`src/rtl/uart_cmd_pkg.sv`:
```
// Shared constants and state encoding for the UART command bus master.
package uart_cmd_pkg;

    localparam logic [7:0] OP_WRITE = 8'h57;
    localparam logic [7:0] OP_READ  = 8'h52;

    localparam int unsigned PAYLOAD_BYTES = 4;
    localparam int unsigned LEG_BITS      = 4;
    localparam int unsigned BYTE_W        = 8;

    typedef enum logic [2:0] {
        ST_IDLE  = 3'd0,
        ST_ADDR  = 3'd1,
        ST_DATA  = 3'd2,
        ST_WRITE = 3'd3,
        ST_READ  = 3'd4,
        ST_RESP  = 3'd5
    } cmd_state_t;

endpackage

```
`src/rtl/cmd_timeout_timer.sv`:
```
// Inter-byte watchdog: counts enabled idle cycles, pulses expire on the last one.
module cmd_timeout_timer #(
    parameter int unsigned TIMEOUT_CYCLES = 100000
) (
    input  logic clk,
    input  logic rst_n,
    input  logic clear_i,
    input  logic enable_i,
    output logic expire_c_o
);

    localparam int unsigned CNT_W = $clog2(TIMEOUT_CYCLES + 1);
    localparam logic [CNT_W-1:0] LAST_CNT = CNT_W'(TIMEOUT_CYCLES - 1);

    logic [CNT_W-1:0] count_q, count_d;

    // Expire combinationally so the FSM leaves on exactly the TIMEOUT_CYCLES-th idle cycle.
    always_comb begin
        expire_c_o = 1'b0;
        count_d    = count_q + 1'b1;
        if (clear_i || !enable_i) begin
            count_d = '0;
        end else if (count_q == LAST_CNT) begin
            expire_c_o = 1'b1;
            count_d    = '0;
        end
    end

    // Counter register.
    always_ff @(posedge clk or negedge rst_n) begin
        if (!rst_n) begin
            count_q <= '0;
        end else begin
            count_q <= count_d;
        end
    end

endmodule

```
`src/rtl/uart_cmd_bus_master.sv`:
```
// UART byte stream to single-beat RGF bus master with byte-serial read responses.
module uart_cmd_bus_master
    import uart_cmd_pkg::*;
#(
    parameter int unsigned ADDR_WIDTH     = 4,
    parameter int unsigned DATA_WIDTH     = 32,
    parameter int unsigned NUM_LEGS       = 4,
    parameter int unsigned TIMEOUT_CYCLES = 100000
) (
    input  logic                  clk,
    input  logic                  rst_n,
    input  logic [7:0]            rx_data,
    input  logic                  rx_valid,
    output logic                  rx_ready,
    output logic [7:0]            tx_data,
    output logic                  tx_valid,
    input  logic                  tx_ready,
    output logic [ADDR_WIDTH-1:0] bus_addr,
    output logic                  bus_wr_en,
    output logic                  bus_rd_en,
    output logic [DATA_WIDTH-1:0] bus_wdata,
    output logic [NUM_LEGS-1:0]   bus_leg,
    input  logic [DATA_WIDTH-1:0] bus_rdata,
    output logic                  err_pulse,
    output logic                  busy
);

    localparam int unsigned CNT_W = $clog2(PAYLOAD_BYTES);
    localparam logic [CNT_W-1:0] LAST_BYTE = CNT_W'(PAYLOAD_BYTES - 1);

    cmd_state_t            state_q, state_d;
    logic [CNT_W-1:0]      cnt_q, cnt_d;
    logic                  is_write_q, is_write_d;
    logic [LEG_BITS-1:0]   leg_q, leg_d;
    logic [ADDR_WIDTH-1:0] addr_q, addr_d;
    logic [DATA_WIDTH-1:0] wdata_q, wdata_d;
    logic [DATA_WIDTH-1:0] rdata_q, rdata_d;

    logic                  rx_ready_q, rx_ready_d;
    logic                  tx_valid_q, tx_valid_d;
    logic [7:0]            tx_data_q, tx_data_d;
    logic                  wr_en_q, wr_en_d;
    logic                  rd_en_q, rd_en_d;
    logic [NUM_LEGS-1:0]   leg_sel_q, leg_sel_d;
    logic                  err_q, err_d;
    logic                  busy_q, busy_d;

    logic                  rx_fire_c;
    logic                  tx_fire_c;
    logic                  tmr_enable_c;
    logic                  tmr_expire_c;
    logic                  leg_valid_c;
    logic                  strobe_c;

    assign rx_fire_c    = rx_valid && rx_ready_q;
    assign tx_fire_c    = tx_valid_q && tx_ready;
    assign tmr_enable_c = (state_q == ST_ADDR) || (state_q == ST_DATA);
    assign leg_valid_c  = 32'(leg_q) < NUM_LEGS;

    cmd_timeout_timer #(
        .TIMEOUT_CYCLES(TIMEOUT_CYCLES)
    ) u_timeout (
        .clk        (clk),
        .rst_n      (rst_n),
        .clear_i    (rx_fire_c),
        .enable_i   (tmr_enable_c),
        .expire_c_o (tmr_expire_c)
    );

    // Next-state, packet assembly and registered-output decode.
    always_comb begin
        state_d    = state_q;
        cnt_d      = cnt_q;
        is_write_d = is_write_q;
        leg_d      = leg_q;
        addr_d     = addr_q;
        wdata_d    = wdata_q;
        rdata_d    = rdata_q;
        err_d      = 1'b0;
        strobe_c   = 1'b0;

        unique case (state_q)
            ST_IDLE: begin
                if (rx_fire_c) begin
                    if (rx_data == OP_WRITE) begin
                        is_write_d = 1'b1;
                        state_d    = ST_ADDR;
                    end else if (rx_data == OP_READ) begin
                        is_write_d = 1'b0;
                        state_d    = ST_ADDR;
                    end else begin
                        err_d = 1'b1;
                    end
                end
            end
            ST_ADDR: begin
                if (rx_fire_c) begin
                    leg_d   = rx_data[7 -: LEG_BITS];
                    addr_d  = rx_data[ADDR_WIDTH-1:0];
                    cnt_d   = '0;
                    state_d = is_write_q ? ST_DATA : ST_READ;
                end else if (tmr_expire_c) begin
                    err_d   = 1'b1;
                    state_d = ST_IDLE;
                end
            end
            ST_DATA: begin
                if (rx_fire_c) begin
                    wdata_d[BYTE_W*cnt_q +: BYTE_W] = rx_data;
                    cnt_d = cnt_q + 1'b1;
                    if (cnt_q == LAST_BYTE) begin
                        state_d = ST_WRITE;
                    end
                end else if (tmr_expire_c) begin
                    err_d   = 1'b1;
                    wdata_d = '0;
                    state_d = ST_IDLE;
                end
            end
            ST_WRITE: begin
                state_d = ST_IDLE;
            end
            ST_READ: begin
                // Out-of-range legs have nothing selected; force a clean zero response.
                rdata_d = leg_valid_c ? bus_rdata : '0;
                cnt_d   = '0;
                state_d = ST_RESP;
            end
            ST_RESP: begin
                if (tx_fire_c) begin
                    cnt_d = cnt_q + 1'b1;
                    if (cnt_q == LAST_BYTE) begin
                        state_d = ST_IDLE;
                    end
                end
            end
            default: begin
                state_d = ST_IDLE;
            end
        endcase

        strobe_c   = (state_d == ST_WRITE) || (state_d == ST_READ);
        rx_ready_d = (state_d == ST_IDLE) || (state_d == ST_ADDR) || (state_d == ST_DATA);
        tx_valid_d = (state_d == ST_RESP);
        tx_data_d  = (state_d == ST_RESP) ? rdata_d[BYTE_W*cnt_d +: BYTE_W] : 8'h00;
        wr_en_d    = (state_d == ST_WRITE);
        rd_en_d    = (state_d == ST_READ);
        busy_d     = (state_d != ST_IDLE);
        for (int unsigned i = 0; i < NUM_LEGS; i++) begin
            leg_sel_d[i] = strobe_c && (32'(leg_d) == i);
        end
    end

    // State, datapath and output registers.
    always_ff @(posedge clk or negedge rst_n) begin
        if (!rst_n) begin
            state_q    <= ST_IDLE;
            cnt_q      <= '0;
            is_write_q <= 1'b0;
            leg_q      <= '0;
            addr_q     <= '0;
            wdata_q    <= '0;
            rdata_q    <= '0;
            rx_ready_q <= 1'b0;
            tx_valid_q <= 1'b0;
            tx_data_q  <= '0;
            wr_en_q    <= 1'b0;
            rd_en_q    <= 1'b0;
            leg_sel_q  <= '0;
            err_q      <= 1'b0;
            busy_q     <= 1'b0;
        end else begin
            state_q    <= state_d;
            cnt_q      <= cnt_d;
            is_write_q <= is_write_d;
            leg_q      <= leg_d;
            addr_q     <= addr_d;
            wdata_q    <= wdata_d;
            rdata_q    <= rdata_d;
            rx_ready_q <= rx_ready_d;
            tx_valid_q <= tx_valid_d;
            tx_data_q  <= tx_data_d;
            wr_en_q    <= wr_en_d;
            rd_en_q    <= rd_en_d;
            leg_sel_q  <= leg_sel_d;
            err_q      <= err_d;
            busy_q     <= busy_d;
        end
    end

    assign rx_ready  = rx_ready_q;
    assign tx_valid  = tx_valid_q;
    assign tx_data   = tx_data_q;
    assign bus_addr  = addr_q;
    assign bus_wr_en = wr_en_q;
    assign bus_rd_en = rd_en_q;
    assign bus_wdata = wdata_q;
    assign bus_leg   = leg_sel_q;
    assign err_pulse = err_q;
    assign busy      = busy_q;

endmodule

```
`config.mk`:
```
export PLATFORM = sky130hd
export DESIGN_NAME = uart_cmd_bus_master
export DESIGN_NICKNAME = d
export VERILOG_FILES = /design/src/rtl/uart_cmd_pkg.sv /design/src/rtl/cmd_timeout_timer.sv /design/src/rtl/uart_cmd_bus_master.sv
export SDC_FILE = /design/constraint.sdc
export NUM_CORES = 1
export LEC_CHECK = 0
export CAP_MARGIN = 0
export CORE_ASPECT_RATIO = 0.7
export CORE_UTILIZATION = 52
export CTS_CLUSTER_DIAMETER = 150
export DETAILED_ROUTE_END_ITERATION = 16
export GPL_ROUTABILITY_DRIVEN = 0
export PLACE_DENSITY = 0.8
export SETUP_SLACK_MARGIN = 0.4
export SLEW_MARGIN = 5
export SYNTH_ARGS = -nofsm -noshare
export SYNTH_HDL_FRONTEND = slang
export SYNTH_SLANG_ARGS = --single-unit
```
`constraint.sdc`:
```
create_clock -name clk -period 2.7 [get_ports clk]
set_input_delay 0.675 -clock clk [delete_from_list [all_inputs] [get_ports clk]]
set_output_delay 0.675 -clock clk [all_outputs]
set_load 0.01 [all_outputs]
```
==> results.txt, run 1 <==
After layout, the worst path uses 84.0% of the clock period. The die is 85.6 um tall. Summed over all nets, the switching power comes to 1840 uW. In the routed design, unresolved DRC markers number 0.

After floorplanning, the core was sized to cover 9680 sq um. Total power per unit cell area: 845 nW/um^2. Entering global routing, the biggest net connects 53 pins. In this run the count of I/O pins placed on the die edge is 98. For the total count of max-transition violations in the final report, the log shows 0. The startpoint identified for the worst register-to-register timing path is state_q[1]. Yosys mapped a number of flops with a built-in enable equal to 0. Synthesis produced a netlist with a net count of 577. Most used flip-flop cell after synthesis: dfrtp_1. Capturing element type of the critical path: a register. The leakage power of the design is 0.00314 uW. Setup repair after global routing could not meet its margin everywhere. Counting tap cells, the placed design contains a total of 744 instances.

Data on the critical path arrives at its endpoint at 2580 ps. The summed instance area of the synthesized netlist is 5200 sq um, and the count of hold-fix buffers inserted at cts is 0. The via count of the first global-routing pass is 4,135, and the worst-margin pin slew is 653 ps.

The share of the synthesized area in compound gates (AO/OA/AOI/OAI) came out at 11.8%. After filler insertion, the fill cell instance count of the layout stands at 656. In the final routed layout, each cell accounts on average for 17.3 um. The violation count after the first detailed-routing iteration is 308, and the synthesis-to-layout area growth is 36.5%.

The floorplan step defined a die boundary enclosing 10,400 sq um. The synthesized netlist devotes 3.03% of its cell area to XOR and XNOR gates. The tools report the maximum clock path buffer count as 2. TritonCTS built the clock tree. After the flow finishes, the layout carries non-filler instances totaling 776.

The mean cell area of the mapped netlist works out to 9.86 sq um. The flip-flop and latch count after synthesis works out to 113. The internal portion of the total power is 4160 uW.

During synthesis, Yosys emitted a total of 0 warnings. For this run, the share of the core covered by cells in the final layout is 73.3%. The run gives 0 as the max-cap check violation count. For the clock group share of total power, the log shows 35.8%. Once the floorplan was initialized, standard cells occupied 53.7% of the core. After synthesis, the largest family of logic cells by area is simple AND/OR/NAND/NOR gates. Measured along the x axis, the die boundary spans 121 um. The clock root buffer master was clkbuf_16. Along the worst path, the maximum fanout reaches 5.

The synthesized netlist devotes 20.2% of its cell area to simple gates. The pre-antenna-repair detailed-routing pass consisted of 5 iterations. Headroom to the max-slew limit came out at 56.1%.

Yosys attributes the largest share of cell area to dfrtp_1, nand2_1, nand3_1. The hold violation total from the final report is 0, and the setup violation total in the final timing report is 0. The total via count in the routed design was 4,435; the row count was 30. The H-tree level count is 4, and the gate count after technology mapping is 527. Origin of the worst setup path: tx_ready.

The first global-routing pass estimated 21,100 um of wire. The net count of the finished layout is 687. The mux cell area share after synthesis is 4.79%. The number of distinct library cells after synthesis is 52. In this run, the combinational gates consume 26.9% of the power.

Summed over its instances, the top area cell type makes up 54.4% of the synthesized netlist area. After synthesis, the share of flip-flops with an asynchronous set or reset is 100%. The logs give 54.4% for the sequential-to-total area share from yosys stat and 13.5 ps for the clock skew after layout. The logs give 0 for the initial antenna violation count and 0 for the total global routing overflow. The number of antenna diodes in the final layout is 0. The run finished with clean final reports.

For the worst hold slack after final layout, the log shows 216 ps. The logs give 8710 um for the half-perimeter wire length of the detailed placement result and 37.2% for the sequential fraction of design power. In the global route stage, overall resource usage came out at 26.9%.

The path class of the tightest hold or removal check is input pin to asynchronous set/reset pin. The average vias per placed instance works out to 5.72. The fraction of power spent switching nets came out at 30.7%.

The total clock sinks is 113. STA classifies the critical path startpoint as an input pin. Clock tree synthesis inserted a total of 17 buffers.

Summing the areas of all fa, ha and maj instances in the mapped netlist gives 1.44% of the synthesized area. The clock-pin slew on the worst setup and hold paths is 50 ps, and the highest clock rate is 441 MHz. The biggest area contributor in the post-synthesis netlist is dfrtp_1. In this run the remaining antenna-violating nets after routing total 0. At the later pin of the worst-skew pair, clock insertion delay measures 410 ps.

The total wirelength of the detailed-routed design is 13,400 um. The type of the worst setup path is input pin to register. The count of buffers inserted at the top-level ports was 97; the layout cell share with drive strength beyond 1 was 12.5%. At the worst endpoint, the required time is 3010 ps. The worst-case IR drop observed on VDD is 0.521 mV. The smallest clock period supported by the final layout is computed as 2270 ps. In the final timing run, aggregate negative setup slack is 0 ps.
[path summary, 6_finish.rpt]
kind,endpoint,slack [ps],depth (start not counted)
setup reg to reg,tx_data[5],490,6
setup / recovery,tx_data[5],430,7
hold / removal,rdata_q[11],220,1
max in group asynchronous,bus_wdata[24],1740,2
hold reg to reg,rdata_q[17],460,2
min in group clk,rdata_q[17],460,2
[synthesized netlist by cell type (all sizes together) (3+ instances only)]
cell type / number
nor4b: 3
ha: 6
mux2: 7
buf: 15
nand3: 39
and2: 3
xor2: 12
xnor2: 6
a31oi: 5
a21oi: 4
nand2b: 3
nand4: 7
o31ai: 24
clkbuf: 23
inv: 17
mux2i: 17
nor3: 7
o21ai: 32
dfrtp: 113
nand2: 108
nor2: 29
a32oi: 16
and3: 3
[worst max-delay path, cell delays in order]
cell and delay [ps]:
clkdlybuf4s50_1 470, nand2_1 130, or4_1 450, o211ai_1 300, clkbuf_16 270, a32oi_1 100, mux2i_1 180
[flip-flops by register name (all words and copies together) (netlist names), 2 cells and up]
name / flops
bus_leg: 4
cnt_q: 2
tx_data: 8
bus_addr: 4
u_timeout.count_q: 17
leg_q: 4
state_q: 3
rdata_q: 32
bus_wdata: 32
[power groups by stage]
stage | combinational, uW | clock [uW] | sequential (uW)
floorplan | 875 | 0 | 2220
global placement | 1420 | 0 | 2230
detailed placement | 1470 | 0 | 2250
CTS | 1490 | 2180 | 2220
global route | 1750 | 2250 | 2260
finish | 1620 | 2150 | 2230
[per-layer routing]
metal | routed length, um | global-route usage (%) | vias up
li1 | - | - | 2069
met3 | 973 | 6.25 | 27
met1 | 6060 | 38.2 | 2179
met4 | 254 | 11.1 | 0
met2 | 6150 | 39.9 | 160
met5 | 0 | 0 | -
[layout by cell type, fill, tap and decap left out, types with 6 or more instances in the layout]
master,instances
nand4_1,7
o21ai_1,28
buf_4,29
inv_1,15
xnor2_1,6
mux2i_1,17
a32oi_1,14
clkbuf_16,18
nand2_1,108
dfrtp_1,112
nor2_1,28
xor2_1,12
nand3_1,39
clkdlybuf4s50_1,95
o31ai_1,24
[per-stage QoR]
step / cell area (sq um) / power [uW] / setup WS [ps]
2_1_floorplan: 5210 / 3090 / 422
3_3_place_gp: 6450 / 3650 / 176
3_5_place_dp: 6450 / 3720 / 39.4
4_1_cts: 7020 / 5890 / 421
5_1_grt: 7100 / 6260 / 385
6_report: 7100 / 6000 / 433
[timing repair]
action,4_1_cts,5_1_grt
endpoints found under the setup margin,0,22
buffers inserted,0,0
resized for setup,0,9
[area by class of cell]
class / count / area [sq um] / share of cell area, %
sequential: 113 / 2830 / 39.9
multi-input combinational: 358 / 2220 / 31.2
timing repair buffer: 129 / 1250 / 17.6
clock buffer: 24 / 492 / 6.93
tap: 128 / 160 / 2.26
clock inverter: 6 / 80.1 / 1.13
inverter: 18 / 70.1 / 0.987
[cell families (layout without fill, tap and decap cells)]
kind of cell | after synthesis | in the layout
DFF | 113 | 113
buffers and inverters | 56 | 177
muxes | 24 | 24
AOI/OAI and AO/OA | 90 | 90
xor gates and xnor gates | 18 | 18
and+or+nand+nor | 220 | 220
adders and majority gates | 6 | 6
(Power assumes the default switching activity.)
==> run 2, diff against run 1 <==
Clock period 2.7 ns to 2.1 ns, I/O delays scaled along.
==> results.txt, run 2 (synthesis results as in run 1) <==
The flow ran to the end, and the final reports show no timing, DRC or antenna violations. For the worst flop-to-flop path, the logic depth is 6. Setup violations remaining at the end of the flow were counted as 0. The initial antenna violation count was 1. The half-perimeter wire length of the detailed placement result is 9090 um, and the final layout net count is 716. The clock-pin slew on the worst setup and hold paths is 60 ps, and the row count is 30. For this run, design rule violations remaining after detail routing come to 0. The number of placed instances, taps included, is 760.

The first global-routing pass estimated 23,200 um of wire. In the final layout, the share of cells above drive strength 1 is 21.9%. CTS saw 113 sinks. The clock skew after layout is 7.38 ps. For the violation count after the first detailed-routing iteration, the log shows 568. In the layout the commonest cells are dfrtp_1, nand2_1, dlygate4sd2_1, buf_4, nand3_1.

The total count of max-transition violations in the final report was 0. The kind of cell with the highest combined delay along the critical path is simple AND/OR/NAND/NOR gates. Input and output buffers added on the ports amount to 97. The via count of the first global-routing pass is 4,594, and the height of the die is 85.6 um. After detailed routing, the average wire length per cell comes to 20.6 um. The number of hold buffers added after CTS was 0. In this run the worst setup path begins at u_timeout.count_q[5]. The register-to-register path setup slack was 60 ps.

Setup repair after global routing could not meet its margin everywhere. At the pin with the least slew margin, the transition time is 542 ps. In the routed layout, each cell is associated on average with a via count of 5.97.

The H-tree level count was 4; the worst hold slack after final layout was 97.6 ps. Relative to the synthesized area, the layout overhead comes to 45.8%. On the worst path, the slowest cell contributes a delay of 550 ps. Type of the worst setup path: register to register.

Once layout is complete, the cells apart from fillers number 808. The tools report the starting utilization of the core area as 53.7%. Summing over every cut layer, the via total after detailed routing is 4,825. The endpoint identified for the worst register-to-register timing path is busy. In the final timing run, aggregate negative setup slack is 0 ps. The path length in cells of the critical path was 6; the max-cap check violation count was 0.

The area enclosed by the die boundary is 10,400 sq um. After detailed routing, the total wire length is 16,600 um. Before antenna repair, the detailed router went through 7 iterations. The number of buffers added by the clock tree synthesis step was 17.

Cell with the largest stage delay on the worst path: or4_4. The destination of the critical timing path was busy. The number of buffers and inverters on the critical path is 1.

The tools report the leakage power of the design as 0.00363 uW. Clock insertion delay at the later pin of the skew report: 410 ps. The run gives 2 as the maximum clock path buffer count. TritonCTS built the clock tree. The final critical path time including I/O delays and setup was 2040 ps. The total global routing overflow is 0. Count of antenna-violating nets left after detailed routing: 0.

For this run, the top clock speed supported by timing is 491 MHz. Hold violation total from the final report: 0. Leaving out fill and tap cells, the most frequent cell in the layout is dfrtp_1. For this design the top-level I/O count stands at 98. The die boundary width works out to 121 um. In this run the standard cell core region covers 9680 sq um. In this run the worst hold path is classified as input pin to asynchronous set/reset pin. The worst-path maximum fanout was 5. In the global route stage, overall resource usage came out at 29.7%.

The headroom to the max-slew limit is 63.6%, and the share of the cycle needed by the critical path after routing is 97.0%. The tools report the clock root buffer master as clkbuf_16. The data arrival time at the worst-slack endpoint is 2320 ps. Kind of launch point of the worst setup path: a register. The capturing element type of the critical path is a register. The maximum resistive drop on vdd came out at 0.609 mV.

The signal on the critical path passes through or4_4 -> nor3_4 -> buf_4 -> and3_4 -> o32ai_1 -> a211o_1. The total power per unit cell area was 1060 nW/um^2; the maximum number of pins on one net before global-route repair was 41. The worst reg2reg path startpoint is u_timeout.count_q[5]. Data required time of the critical path: 2390 ps.
-- run 2: worst min path at each step --
stage / slack, ps / to
6_report: 100 / rdata_q[3]
5_1_grt: 110 / rdata_q[12]
4_1_cts: 100 / rdata_q[3]
3_5_place_dp: 450 / rdata_q[23]
3_3_place_gp: 450 / rdata_q[5]
2_1_floorplan: 230 / bus_addr[0]
-- run 2: cell type report --
| type | instances | area (sq um) |
|---|---|---|
| antenna | 1 | 2.50 |
| clock buffer | 26 | 489 |
| clock inverter | 6 | 55.1 |
| fill | 581 | 2110 |
| inverter | 18 | 70.1 |
| multi-input combinational | 360 | 2480 |
| sequential | 113 | 2830 |
| tap | 128 | 160 |
| timing repair buffer | 156 | 1490 |
-- run 2: worst reg2reg max path: stages, from the launching register on --
cell	delay (ps)
dfrtp_1	400
or4_4	550
nor3_4	190
buf_4	160
and3_4	220
o32ai_1	110
a211o_1	280
-- run 2: where the power goes --
group          internal, uW  switching (uW)
Clock                  1710             968
Sequential             2640             224
Combinational           993            1470
-- run 2: what timing repair did --
action                     in CTS  in global routing
setup buffers                   6                  5
gates resized for setup        82                 48
pin swaps                       6                 11
gates cloned                    1                  3
setup endpoints to repair     127                 77
-- run 2: per-layer routing --
metal	vias to the layer above	global-route usage, %	routed length [um]	part of all wire, %
li1	2130	-	-	-
met1	2359	40.7	6740	41
met2	291	45.4	8100	49
met3	45	7.31	1350	8.1
met4	0	12.6	414	2.5
met5	-	0	0	0
-- run 2: through the flow --
stage | power (uW) | worst slack (ps) | area [sq um] | utilization [%]
2_1_floorplan | 4030 | -8.81 | 5270 | -
3_3_place_gp | 4870 | -259 | 6680 | 68.9
3_5_place_dp | 4960 | -431 | 6680 | 68.9
4_1_cts | 7670 | 174 | 7320 | 75.6
5_1_grt | 8300 | 25.7 | 7580 | 78.2
6_report | 8000 | 62.0 | 7580 | 78.2
==> run 3, diff against run 2 <==
Settings changed: REMOVE_ABC_BUFFERS set to 1.
==> results.txt, run 3 (synthesis results as in run 1) <==
For the highest clock rate, the log shows 465 MHz. TritonCTS built the clock tree. The type of the worst setup path is register to register.

IR analysis of the VDD net gives a maximum drop of 0.728 mV. For this run, the number of standard cells in the final layout without fillers is 833. The violation count after the first detailed-routing iteration is 589.

Leaving out fill and tap cells, the most frequent cell in the layout is dfrtp_1. Setup repair after global routing could not meet its margin everywhere. The total wirelength of the detailed-routed design is 18,700 um.

For the net switching power of the design, the log shows 2970 uW. The final critical path time including I/O delays and setup is 2150 ps, and the final design area excluding fillers is 8030 sq um. Core region area: 9680 sq um. Counting tap cells, the placed design contains a total of 766 instances. Global routing consumed, over all layers together, 31.9% of the routing resources. The clock insertion delay at the later pin of the skew report came out at 420 ps. After detailed routing, the average wire length per cell comes to 22.4 um.

The total negative setup slack came out at -161 ps. Kind of launch point of the worst setup path: a register. The synthesis-to-layout area growth came out at 54.5%.

0 antenna diodes ended up in the layout. The fraction of power spent switching nets is 33.2%, and the share of the cycle needed by the critical path after routing is 102%. The leakage power of the design is 0.00386 uW, and the average vias per placed instance is 6.37. Via count of the first global-routing pass: 4,809.

Setup violations remaining at the end of the flow were counted as 5. Count of antenna-violating nets left after detailed routing: 0. The design draws 8960 uW.

For the global-route wire length before repair, the log shows 24,800 um. The tools report the total via count in the routed design as 5,303. The part of the power in combinational logic is 32.7%, and the height of the die is 85.6 um. Leaving out fill and tap cells, the most frequent cells in the layout are dfrtp_1, nand2_1, buf_4, dlygate4sd2_1, clkdlybuf4s50_1. Clock root buffer master: clkbuf_16. For this run, the share of the core covered by cells in the final layout is 82.9%. The sequential fraction of design power is 32.3%, and the row count is 30. The floorplan step defined a die boundary enclosing 10,400 sq um. CTS saw 113 sinks. The layout cell share with drive strength beyond 1 was 27.8%.

Worst min-delay path class: register to register. Max-cap violations in this run came to 0. Across the routed clock network, the largest skew measured is 13.2 ps. The hold violation total from the final report is 0, and the total global routing overflow is 0.

The clock-pin slew on the worst setup and hold paths is 60 ps, and the maximum number of pins on one net before global-route repair is 57. For the pin with the worst max-slew slack, the measured transition is 406 ps. The logs give 72.9% for the headroom to the max-slew limit and 5 for the number of iterations in the first detailed-routing pass. TritonCTS created 17 clock buffers. The maximum clock path buffer count is 2.

The tools report the total placed instance area as 6690 sq um. The final layout net count was 743; the number of design rule violations left after detail routing was 0. During placement, the flow inserted port buffers numbering 97. The tools report the capturing element type of the critical path as a register. The final worst slack was -50.8 ps. The internal portion of total power was 5990 uW; the initial antenna violation count was 0.

The total power per unit cell area is 1120 nW/um^2, and the I/O pin count is 98. The floorplan step set the die width to 121 um. The worst-path maximum fanout was 8; the data required time of the critical path was 2400 ps. The final reports fail on negative setup slack. The wire-length estimate of the detail-placed layout is 8910 um. The data arrival time at the worst-slack endpoint is 2450 ps, and the H-tree level count is 4. The logs give 0 for the total count of max-transition violations in the final report and 53.7% for the starting utilization of the core area. The flow ran to the end, but the final reports show violations. The clock network burns 35.0% of the power.
run 3: cell types whose count changed in the layout (fill, tap and decap cells not counted), moves of 4 or more:
cell      change
a32oi_2       +4
nor2_2       +11
buf_6        +11
nor2_1       -16
a32oi_1       -4
buf_4        +13
clkbuf_1      -5
nor2_4        +5
run 3: worst max-delay path: stages (launching register included):
cell and delay, ps:
dfrtp_1 400, and2_4 190, inv_4 40, ha_4 260, nor4b_4 40, a31oi_1 180
o211ai_1 110, buf_4 170, buf_6 120, buf_8 140, a32oi_1 220, mux2i_1 130
run 3: worst paths after layout:
path                       depth (start not counted)     endpoint  slack, ps         from
hold reg to reg                                    2  rdata_q[12]        480  rdata_q[12]
max in group asynchronous                          3     cnt_q[0]        950        rst_n
min in group asynchronous                          2  rdata_q[25]        540        rst_n
setup reg to reg                                  11   tx_data[5]        -50     rx_ready
setup / recovery                                  11   tx_data[5]        -50     rx_ready
hold / removal                                     2  rdata_q[12]        480  rdata_q[12]
run 3: what timing repair did:
item | 4_1_cts | 5_1_grt
endpoints found under the setup margin | 128 | 76
setup buffers | 20 | 9
pin swaps | 8 | 27
hold buffers | 1 | 0
endpoints found under the hold margin | 12 | 0
resized for setup | 91 | 81
cloned | 3 | 3
run 3: power by group through the flow:
stage	clock (uW)	sequential, uW	combinational (uW)
floorplan	0	2890	976
global placement	0	2850	2010
detailed placement	0	2870	2100
CTS	3100	2850	2420
global route	3240	2920	3050
finish	3130	2900	2930
run 3: layout make-up:
| class | count | area, sq um |
|---|---|---|
| flip-flops and latches | 113 | 2830 |
| multi-input cells | 358 | 2510 |
| repair buffers | 185 | 1810 |
| fillers | 514 | 1660 |
| clock buffers | 22 | 484 |
| well taps | 128 | 160 |
| clock inverters | 9 | 154 |
| inverters | 18 | 70.1 |
run 3: metrics by stage:
| step | hold slack [ps] | worst slack, ps |
|---|---|---|
| global route | 497 | -98.1 |
| finish | 477 | -50.8 |
| floorplan | 229 | -940 |
| CTS | 466 | 121 |
| global placement | 428 | -333 |
| detailed placement | 431 | -440 |
run 3: layer usage:
layer  global-route usage, %  wire, um  vias to the layer above
li1                        -         -                     2175
met1                    40.4      6940                     2598
met2                    51.3      8920                      430
met3                    8.38      1960                      100
met4                    15.2       851                        0
met5                       0         0                        -
